[src/rtl/riscv_pipe_pkg.sv]
// Shared definitions for the five-stage RV64 pipeline.
// Control-word bit positions and pipeline-wide widths.
package riscv_pipe_pkg;

    localparam int XLEN      = 64;
    localparam int REG_IDX_W = 5;
    localparam int CTRL_W    = 9;

    localparam int CTRL_ALUSRC   = 8;
    localparam int CTRL_MEMTOREG = 7;
    localparam int CTRL_REGWRITE = 6;
    localparam int CTRL_MEMREAD  = 5;
    localparam int CTRL_MEMWRITE = 4;
    localparam int CTRL_BRANCH   = 3;
    localparam int CTRL_ALUOP_HI = 1;
    localparam int CTRL_ALUOP_LO = 0;

    localparam logic [CTRL_W-1:0] CTRL_BUBBLE = 9'b0;

endpackage

[src/rtl/load_use_detect.sv]
// Load-use hazard compare between the EX slot and the decode slot.
// Purely combinational; rs2 is compared for every format.
module load_use_detect
    import riscv_pipe_pkg::*;
(
    input  logic                 ex_valid,
    input  logic                 ex_memread,
    input  logic [REG_IDX_W-1:0] ex_rd,
    input  logic                 id_valid,
    input  logic [REG_IDX_W-1:0] id_rs1,
    input  logic [REG_IDX_W-1:0] id_rs2,
    output logic                 hz
);

    logic w_ld_live;
    logic w_match;

    assign w_ld_live = ex_valid & ex_memread & (ex_rd != '0);
    assign w_match   = (ex_rd == id_rs1) | (ex_rd == id_rs2);
    assign hz        = w_ld_live & id_valid & w_match;

endmodule

[src/rtl/id_ex_stage.sv]
// ID/EX pipeline register with load-use bubble insertion.
// Priority per edge: hold, flush, load-use stall, normal advance.
module id_ex_stage #(
    parameter int XLEN   = 64,
    parameter int CTRL_W = 9,
    parameter int CNT_W  = 32
) (
    input  logic              clk,
    input  logic              reset_n,
    input  logic              id_valid,
    input  logic [XLEN-1:0]   id_pc,
    input  logic [XLEN-1:0]   id_rd1,
    input  logic [XLEN-1:0]   id_rd2,
    input  logic [XLEN-1:0]   id_imm,
    input  logic [3:0]        id_funct,
    input  logic [CTRL_W-1:0] id_ctrl,
    input  logic [4:0]        id_rs1,
    input  logic [4:0]        id_rs2,
    input  logic [4:0]        id_rd,
    input  logic              hold,
    input  logic              flush,
    output logic              ex_valid,
    output logic [XLEN-1:0]   ex_pc,
    output logic [XLEN-1:0]   ex_rd1,
    output logic [XLEN-1:0]   ex_rd2,
    output logic [XLEN-1:0]   ex_imm,
    output logic [3:0]        ex_funct,
    output logic [CTRL_W-1:0] ex_ctrl,
    output logic [4:0]        ex_rs1,
    output logic [4:0]        ex_rs2,
    output logic [4:0]        ex_rd,
    output logic              pc_write,
    output logic              if_id_write,
    output logic              load_use_stall,
    output logic [CNT_W-1:0]  bubble_count
);

    import riscv_pipe_pkg::*;

    logic              r_valid;
    logic [XLEN-1:0]   r_pc;
    logic [XLEN-1:0]   r_rd1;
    logic [XLEN-1:0]   r_rd2;
    logic [XLEN-1:0]   r_imm;
    logic [3:0]        r_funct;
    logic [CTRL_W-1:0] r_ctrl;
    logic [4:0]        r_rs1;
    logic [4:0]        r_rs2;
    logic [4:0]        r_rd;
    logic [CNT_W-1:0]  r_cnt;

    logic              w_hz;
    logic              w_stall;
    logic              w_bubble;
    logic              w_cnt_sat;

    load_use_detect u_hz (
        .ex_valid   (r_valid),
        .ex_memread (r_ctrl[CTRL_MEMREAD]),
        .ex_rd      (r_rd),
        .id_valid   (id_valid),
        .id_rs1     (id_rs1),
        .id_rs2     (id_rs2),
        .hz         (w_hz)
    );

    // Flush and hold both mask the stall; a redirect makes the hazard moot.
    assign w_stall   = w_hz & ~flush & ~hold;
    assign w_bubble  = flush | w_stall;
    assign w_cnt_sat = &r_cnt;

    always_ff @(posedge clk or negedge reset_n) begin
        if (!reset_n) begin
            r_valid <= 1'b0;
            r_pc    <= '0;
            r_rd1   <= '0;
            r_rd2   <= '0;
            r_imm   <= '0;
            r_funct <= '0;
            r_ctrl  <= '0;
            r_rs1   <= '0;
            r_rs2   <= '0;
            r_rd    <= '0;
        end else if (!hold) begin
            r_pc    <= id_pc;
            r_rd1   <= id_rd1;
            r_rd2   <= id_rd2;
            r_imm   <= id_imm;
            r_funct <= id_funct;
            r_rs1   <= id_rs1;
            r_rs2   <= id_rs2;
            if (w_bubble) begin
                r_valid <= 1'b0;
                r_ctrl  <= CTRL_W'(CTRL_BUBBLE);
                r_rd    <= '0;
            end else begin
                r_valid <= id_valid;
                r_ctrl  <= id_valid ? id_ctrl : CTRL_W'(CTRL_BUBBLE);
                r_rd    <= id_rd;
            end
        end
    end

    always_ff @(posedge clk or negedge reset_n) begin
        if (!reset_n) begin
            r_cnt <= '0;
        end else if (w_stall && !w_cnt_sat) begin
            r_cnt <= r_cnt + 1'b1;
        end
    end

    assign ex_valid       = r_valid;
    assign ex_pc          = r_pc;
    assign ex_rd1         = r_rd1;
    assign ex_rd2         = r_rd2;
    assign ex_imm         = r_imm;
    assign ex_funct       = r_funct;
    assign ex_ctrl        = r_ctrl;
    assign ex_rs1         = r_rs1;
    assign ex_rs2         = r_rs2;
    assign ex_rd          = r_rd;
    assign load_use_stall = w_stall;
    assign pc_write       = ~hold & ~w_stall;
    assign if_id_write    = ~hold & ~w_stall;
    assign bubble_count   = r_cnt;

endmodule

[config.mk]
export PLATFORM = sky130hd
export DESIGN_NAME = id_ex_stage
export DESIGN_NICKNAME = d
export VERILOG_FILES = /design/src/rtl/riscv_pipe_pkg.sv /design/src/rtl/load_use_detect.sv /design/src/rtl/id_ex_stage.sv
export SDC_FILE = /design/constraint.sdc
export NUM_CORES = 1
export LEC_CHECK = 0
export ABC_AREA = 0
export BUFFER_PORTS_ARGS = -buffer_cell sky130_fd_sc_hd__buf_2
export CELL_PAD_IN_SITES_DETAIL_PLACEMENT = 0
export CELL_PAD_IN_SITES_GLOBAL_PLACEMENT = 1
export CORE_AREA = 2 2 235 237
export CTS_BUF_LIST = sky130_fd_sc_hd__clkbuf_8
export CTS_CLUSTER_SIZE = 30
export DETAILED_ROUTE_END_ITERATION = 6
export DIE_AREA = 0 0 237 239
export MAX_ROUTING_LAYER = met4
export PLACE_DENSITY = 0.62
export SYNTH_ARGS = -nofsm -noshare
export SYNTH_HDL_FRONTEND = slang
export SYNTH_SLANG_ARGS = --single-unit
[constraint.sdc]
create_clock -name clk -period 2.2 [get_ports clk]
set_input_delay 0 -clock clk [delete_from_list [all_inputs] [get_ports clk]]
set_output_delay 0 -clock clk [all_outputs]
set_load 0.02 [all_outputs]
## Yosys cells after proc, flatten, opt, wreduce, memory -nomap -nowiden

Cells that the tools add are included.

- Bits in latches: 0
- Output and inout bits: 320
- Bits of input ports: 289
- Memories kept: 0
- RAM bits: 0
- Flip-flop bits (word level): 317
- Word-level logic and storage cells: 34
- ROM bits: 0

- Shift-type cells: 0
- Order comparisons: 0
- Mux-type cells: 4
- Reductions and logical operators: 4
- Eq/ne operators: 2
- Multiply operators: 0
- Bitwise logic cells: 12
- Add/subtract/negate cells: 1
- Divide/modulo/power cells: 0

Operators with widths:

| operator | number |
|---|---|
| 32-bit by 1-bit adder with 32-bit output, second input constant | 1 |
| 32-bit AND reduction | 1 |
| 9-bit two-way mux | 2 |
| 5-bit == test | 2 |
| 1-bit bitwise AND | 7 |
| 5-bit two-way mux | 1 |
| 5-bit nonzero test | 1 |
| 1-bit inverter | 3 |
| 1-bit OR | 2 |
| 1-bit logical AND | 1 |
| 1-bit logical NOT | 1 |
| 1-bit two-way mux | 1 |

## Depth between registers and ports, before layout

- Depth after elaboration: 8
- Depth in mapped cells: 8
- Gate-level depth less buffers: 7

## Modules after synthesis

Synthesis repeated with hierarchy kept, for this count alone.

- Cell total of the unflattened synthesis: 780
- Area, all modules: 12,206.7 µm²

Modules (own cells, without submodules):

| module | area each (µm²) | times used | cells an instance | sequential area each (µm²) |
|---|---|---|---|---|
| id_ex_stage | 12,077.8 | 1 | 763 | 7,932.6 |
| load_use_detect | 128.9 | 1 | 17 | 0.0 |

## Worst setup path after synthesis

Ideal clock, no wire load.

- Path type: register to output
- Start point: register r_rd[0] (netlist: ex_rd[0])
- End point: output pc_write
- Arrival time: 2.214 ns
- Path buffers: 3
- Stages on the path, launching flop included: 8
- Setup slack: -0.014 ns
- Data required time: 2.200 ns
- Cell sequence: dfrtp_1 or4_1 o2111ai_2 nor2_1 buf_4 buf_2 nor2_1 buf_4

- Longest elaborated chain between the ends: 8
- Elaborated cells on any way between the ends: 11
- Classes of those cells: 2 x eq/ne; 8 x bitwise; 1 x reduce/logical

RTL lines:

| item | line | RTL |
|---|---|---|
| start: declaration | id_ex_stage.sv:49 | `logic [4:0] r_rd;` |
| start signal: assignment | id_ex_stage.sv:99 | `r_rd <= id_rd;` |
| 5-bit nonzero test | load_use_detect.sv:18 | `assign w_ld_live = ex_valid & ex_memread & (ex_rd != '0);` |
| 1-bit bitwise AND | load_use_detect.sv:18 |  |
| 1-bit bitwise AND | load_use_detect.sv:20 | `assign hz = w_ld_live & id_valid & w_match;` |
| 1-bit bitwise AND * | load_use_detect.sv:20 |  |
| 1-bit bitwise AND * (2 in a row) | id_ex_stage.sv:68 | `assign w_stall = w_hz & ~flush & ~hold;` |
| 1-bit inverter * | -- |  |
| 1-bit bitwise AND * | -- |  |
| end: declaration | id_ex_stage.sv:32 | `output logic pc_write,` |

Mark *: on every way between the ends. The rest lies on a longest branch, timed or not.

## Worst setup path in the final report

- Start point: register r_rd[3] (netlist: ex_rd[3])
- End point: output if_id_write

- Longest elaborated chain between the ends: 8
- Elaborated cells on any way between the ends: 11
- Classes of those cells: 2 x eq/ne; 8 x bitwise; 1 x reduce/logical

RTL lines:

| item | line | RTL |
|---|---|---|
| 5-bit nonzero test | load_use_detect.sv:18 |  |
| 1-bit bitwise AND | load_use_detect.sv:18 |  |
| 1-bit bitwise AND | load_use_detect.sv:20 |  |
| 1-bit bitwise AND * | load_use_detect.sv:20 |  |
| 1-bit bitwise AND * (2 in a row) | id_ex_stage.sv:68 |  |
| 1-bit inverter * | id_ex_stage.sv:124 | `assign if_id_write = ~hold & ~w_stall;` |
| 1-bit bitwise AND * | id_ex_stage.sv:124 |  |
| end: declaration | id_ex_stage.sv:33 | `output logic if_id_write,` |

Marks and branches as above.

==> results.md <==
* PD cells at 733 mW/mm^2
* Critical path startpoint category: register
* Hold endpoint: ex_ctrl[6]$_DFFE_PN0N_
* Initial core utilization at 0.228
* Initial DRT Pass Iterations at 4
* First-pass GRT wire length at 63.6 mm
* HP Class: input pin to register
* Max_slew headroom at 0.435
* FP Rows at 86
* Slew Viols, Final at 0
* Fin crit share at 0.986
* Port bufs at 608
* Die ar. at 0.0566 mm^2
* Yosys cell types at 39
* RSZ-0062 raised after global routing: yes
* Max Freq at 0.461 GHz
* Worst Path Max Fanout at 3
* Die Width at 237 um
* Critical path data required time at 2200 ps
* Top-area cell type share of the netlist area at 0.640
* Ports at 609
* Sequential share of the synthesized area at 0.640
* Hold Path Stages at 5
* Routed wire per std cell at 16.5 um
* DRC violation count after routing at 0
* FF-to-FF End: bubble_count[25]$_DFFE_PN0P_
* Final core occ at 0.385
* Fin. Hold Viols at 0
* Reg2Reg Depth at 8
* Max Cap Viol at 0
* Die Ht at 239 um
* Vias in the first global route at 11.5k
* Total GRT Usage at 0.146
* Initial antenna violation count at 3
* Post-route ant nets at 0
* CP endpoint kind: output port
* Max VDD drop at 0.614 mV
* Crit path time final at 2170 ps
* Yosys warnings at 0
* Core box area at 0.0543 mm^2
* CTS tree: done
* Gate Count Post-Synth at 787
* R2r setup slk at 100 ps
* R2r startpoint: ex_rd[0]$_DFFE_PN0N_
* Type of the worst setup path: register to output port
* Clk slew on worst S/H paths at 60 ps
* Clk_lat worst skew at 640 ps
* Multi-input logic area at 0.00431 mm^2
* CTS Root Cell: clkbuf_8
* Worst EP arrival at 2170 ps
* Area Overhead vs Synth at 68.6%
* Post-Syn Area at 0.0124 mm^2
* Seq cells post-synth at 317
* Ranking of synthesized cells by area: dfrtp_1 (64%), mux2_2 (25%), xor2_1 (1.8%)
* Final Skew at 24.2 ps
* Synth Area per Inst at 15.8 um^2
* Starting DRT DRC Count at 325
* Gr ovfl total at 0
* Vias per cell at 4.12
* Sequential cell area at 0.00793 mm^2
* Endpoints failing setup at 0
* Largest net degree at the start of global routing at 129
* Total power at 15.3 mW
* # nets final at 2,050
* Total CTS buffers at 59
* Final Hold Slack at 121 ps
* Status: finished clean
* Htree depth at 2
* WL final at 41.3 mm
* Share of layout cells above drive strength 1 at 0.570
* DP Wirelength at 29.0 mm
* Clock buffer depth at 3
* Yosys top cell by area: dfrtp_1
* Detailed-route via count at 10.3k
* Fill cells at 5,156
* Mapped Nets at 1,077
* Worst Tran Pin Value at 847 ps
* Placer's final routability congestion estimate at 0.824
* P_leak at 10.0 nW
* CTS Sinks at 317
* Min-delay src: id_valid
synth_stat cells (all sizes together):
cell,count
dfrtp,317
mux2,271
xor2,26
clkbuf,23
buf,19
nor3,19
nand4,18
xnor2,15
a22o,14
nand3,14
nand2,10
nor2,9
and3,7
nor4,7
and4,6
or2,2
a21o,1
a22oi,1
and2,1
and2b,1
ha,1
nand2b,1
nor3b,1
nor4b,1
o2111ai,1
or4,1
final cells by class:
cell class              instances  share of cell area
repair buffers                954               0.315
clock inverters                28             0.00718
clock buffers                  76              0.0500
multi-input cells             428               0.206
flip-flops and latches        317               0.380
diodes                          3            0.000359
well taps                     704              0.0421
power by group:
group / internal, mW / total, mW / switching (mW)
registers: 6.35 / 6.62 / 0.263
clock network: 3.19 / 5.73 / 2.55
logic: 1.44 / 2.98 / 1.53
total: 11.0 / 15.3 / 4.34
flip-flops by register name, indices dropped and copies added (netlist names):
name and flops:
bubble_count 32, ex_ctrl 9, ex_rs1 5, ex_rd 5
ex_rs2 5, ex_pc 64, ex_rd2 64, ex_funct 4
ex_valid 1, ex_imm 64, ex_rd1 64
critical path: stages (launching register included):
cell and delay (ps):
dfrtp_2 410, or4_4 540, o2111ai_4 250, nor2_4 90
nor2_4 140, buf_6 120
per-stage QoR:
| stage | setup TNS (ps) | worst slack (ps) | area [um^2] | std cells |
|---|---|---|---|---|
| 2_1_floorplan | 0 | 111 | 12400 | 787 |
| 3_3_place_gp | 0 | 186 | 16500 | 2085 |
| 3_5_place_dp | 0 | 159 | 16500 | 2085 |
| 4_1_cts | -393 | -133 | 20900 | 2508 |
| 5_1_grt | -390 | -122 | 20900 | 2510 |
| 6_report | 0 | 30.7 | 20900 | 2510 |
routing by layer:
metal	wire, um	share of wire	GRT usage	up-vias
met2	21100	0.51	0.248	378
met1	16600	0.40	0.166	5123
li1	-	-	-	4769
met4	1010	0.025	0.0466	0
met3	2620	0.063	0.0424	74
met5	0	0	-	-
cells in the final DEF (no fill, tap or decap), drive strengths merged:
| cell | synthesis | routed |
|---|---|---|
| a21o | 1 | 1 |
| a22o | 14 | 14 |
| a22oi | 1 | 1 |
| and2 | 1 | 1 |
| and2b | 1 | 1 |
| and3 | 7 | 7 |
| and4 | 6 | 6 |
| buf | 19 | 644 |
| bufinv | 0 | 1 |
| clkbuf | 23 | 76 |
| clkinv | 0 | 5 |
| clkinvlp | 0 | 2 |
| dfrtp | 317 | 317 |
| diode | 0 | 3 |
| dlygate4sd3 | 0 | 310 |
| ha | 1 | 1 |
| inv | 0 | 20 |
| mux2 | 271 | 271 |
| nand2 | 10 | 10 |
| nand2b | 1 | 1 |
| nand3 | 14 | 14 |
| nand4 | 18 | 18 |
| nor2 | 9 | 9 |
| nor3 | 19 | 19 |
| nor3b | 1 | 1 |
| nor4 | 7 | 7 |
| nor4b | 1 | 1 |
| o2111ai | 1 | 1 |
| or2 | 2 | 2 |
| or4 | 1 | 1 |
| xnor2 | 15 | 15 |
| xor2 | 26 | 26 |
repair_timing:
item                                    in CTS  in global routing
setup buffers                                9                  0
resized for setup                           10                 11
endpoints found under the setup margin       3                 17
hold buffers                               310                  0
endpoints found under the hold margin      607                  0
pin swaps                                    2                  8
worst max path at each step:
| stage | from | end | slack (ps) | cells past startpoint |
|---|---|---|---|---|
| after CTS | ex_rd[0]$_DFFE_PN0N_ | if_id_write | -130 | 6 |
| after global routing | ex_rd[3]$_DFFE_PN0N_ | if_id_write | -120 | 5 |
| final | ex_rd[3]$_DFFE_PN0N_ | if_id_write | 30 | 5 |
| after global placement | ex_rd[0]$_DFFE_PN0N_ | bubble_count[8]$_DFFE_PN0P_ | 190 | 6 |
| after detailed placement | ex_rd[0]$_DFFE_PN0N_ | bubble_count[9]$_DFFE_PN0P_ | 160 | 6 |
| after floorplan | ex_rd[0]$_DFFE_PN0N_ | pc_write | 110 | 7 |
logic make-up (layout without fill, tap and decap cells):
group	after synthesis	after routing	synth area share
AOI/OAI and AO/OA	17	17	0.0124
buffers and inverters	42	1058	0.0179
and+or+nand+nor	98	98	0.0536
DFF	317	317	0.640
adders and majority gates	1	1	0.00101
xor gates and xnor gates	41	41	0.0290
other	0	3	0
muxes	271	271	0.246
Power figures use the tool's default switching activity.
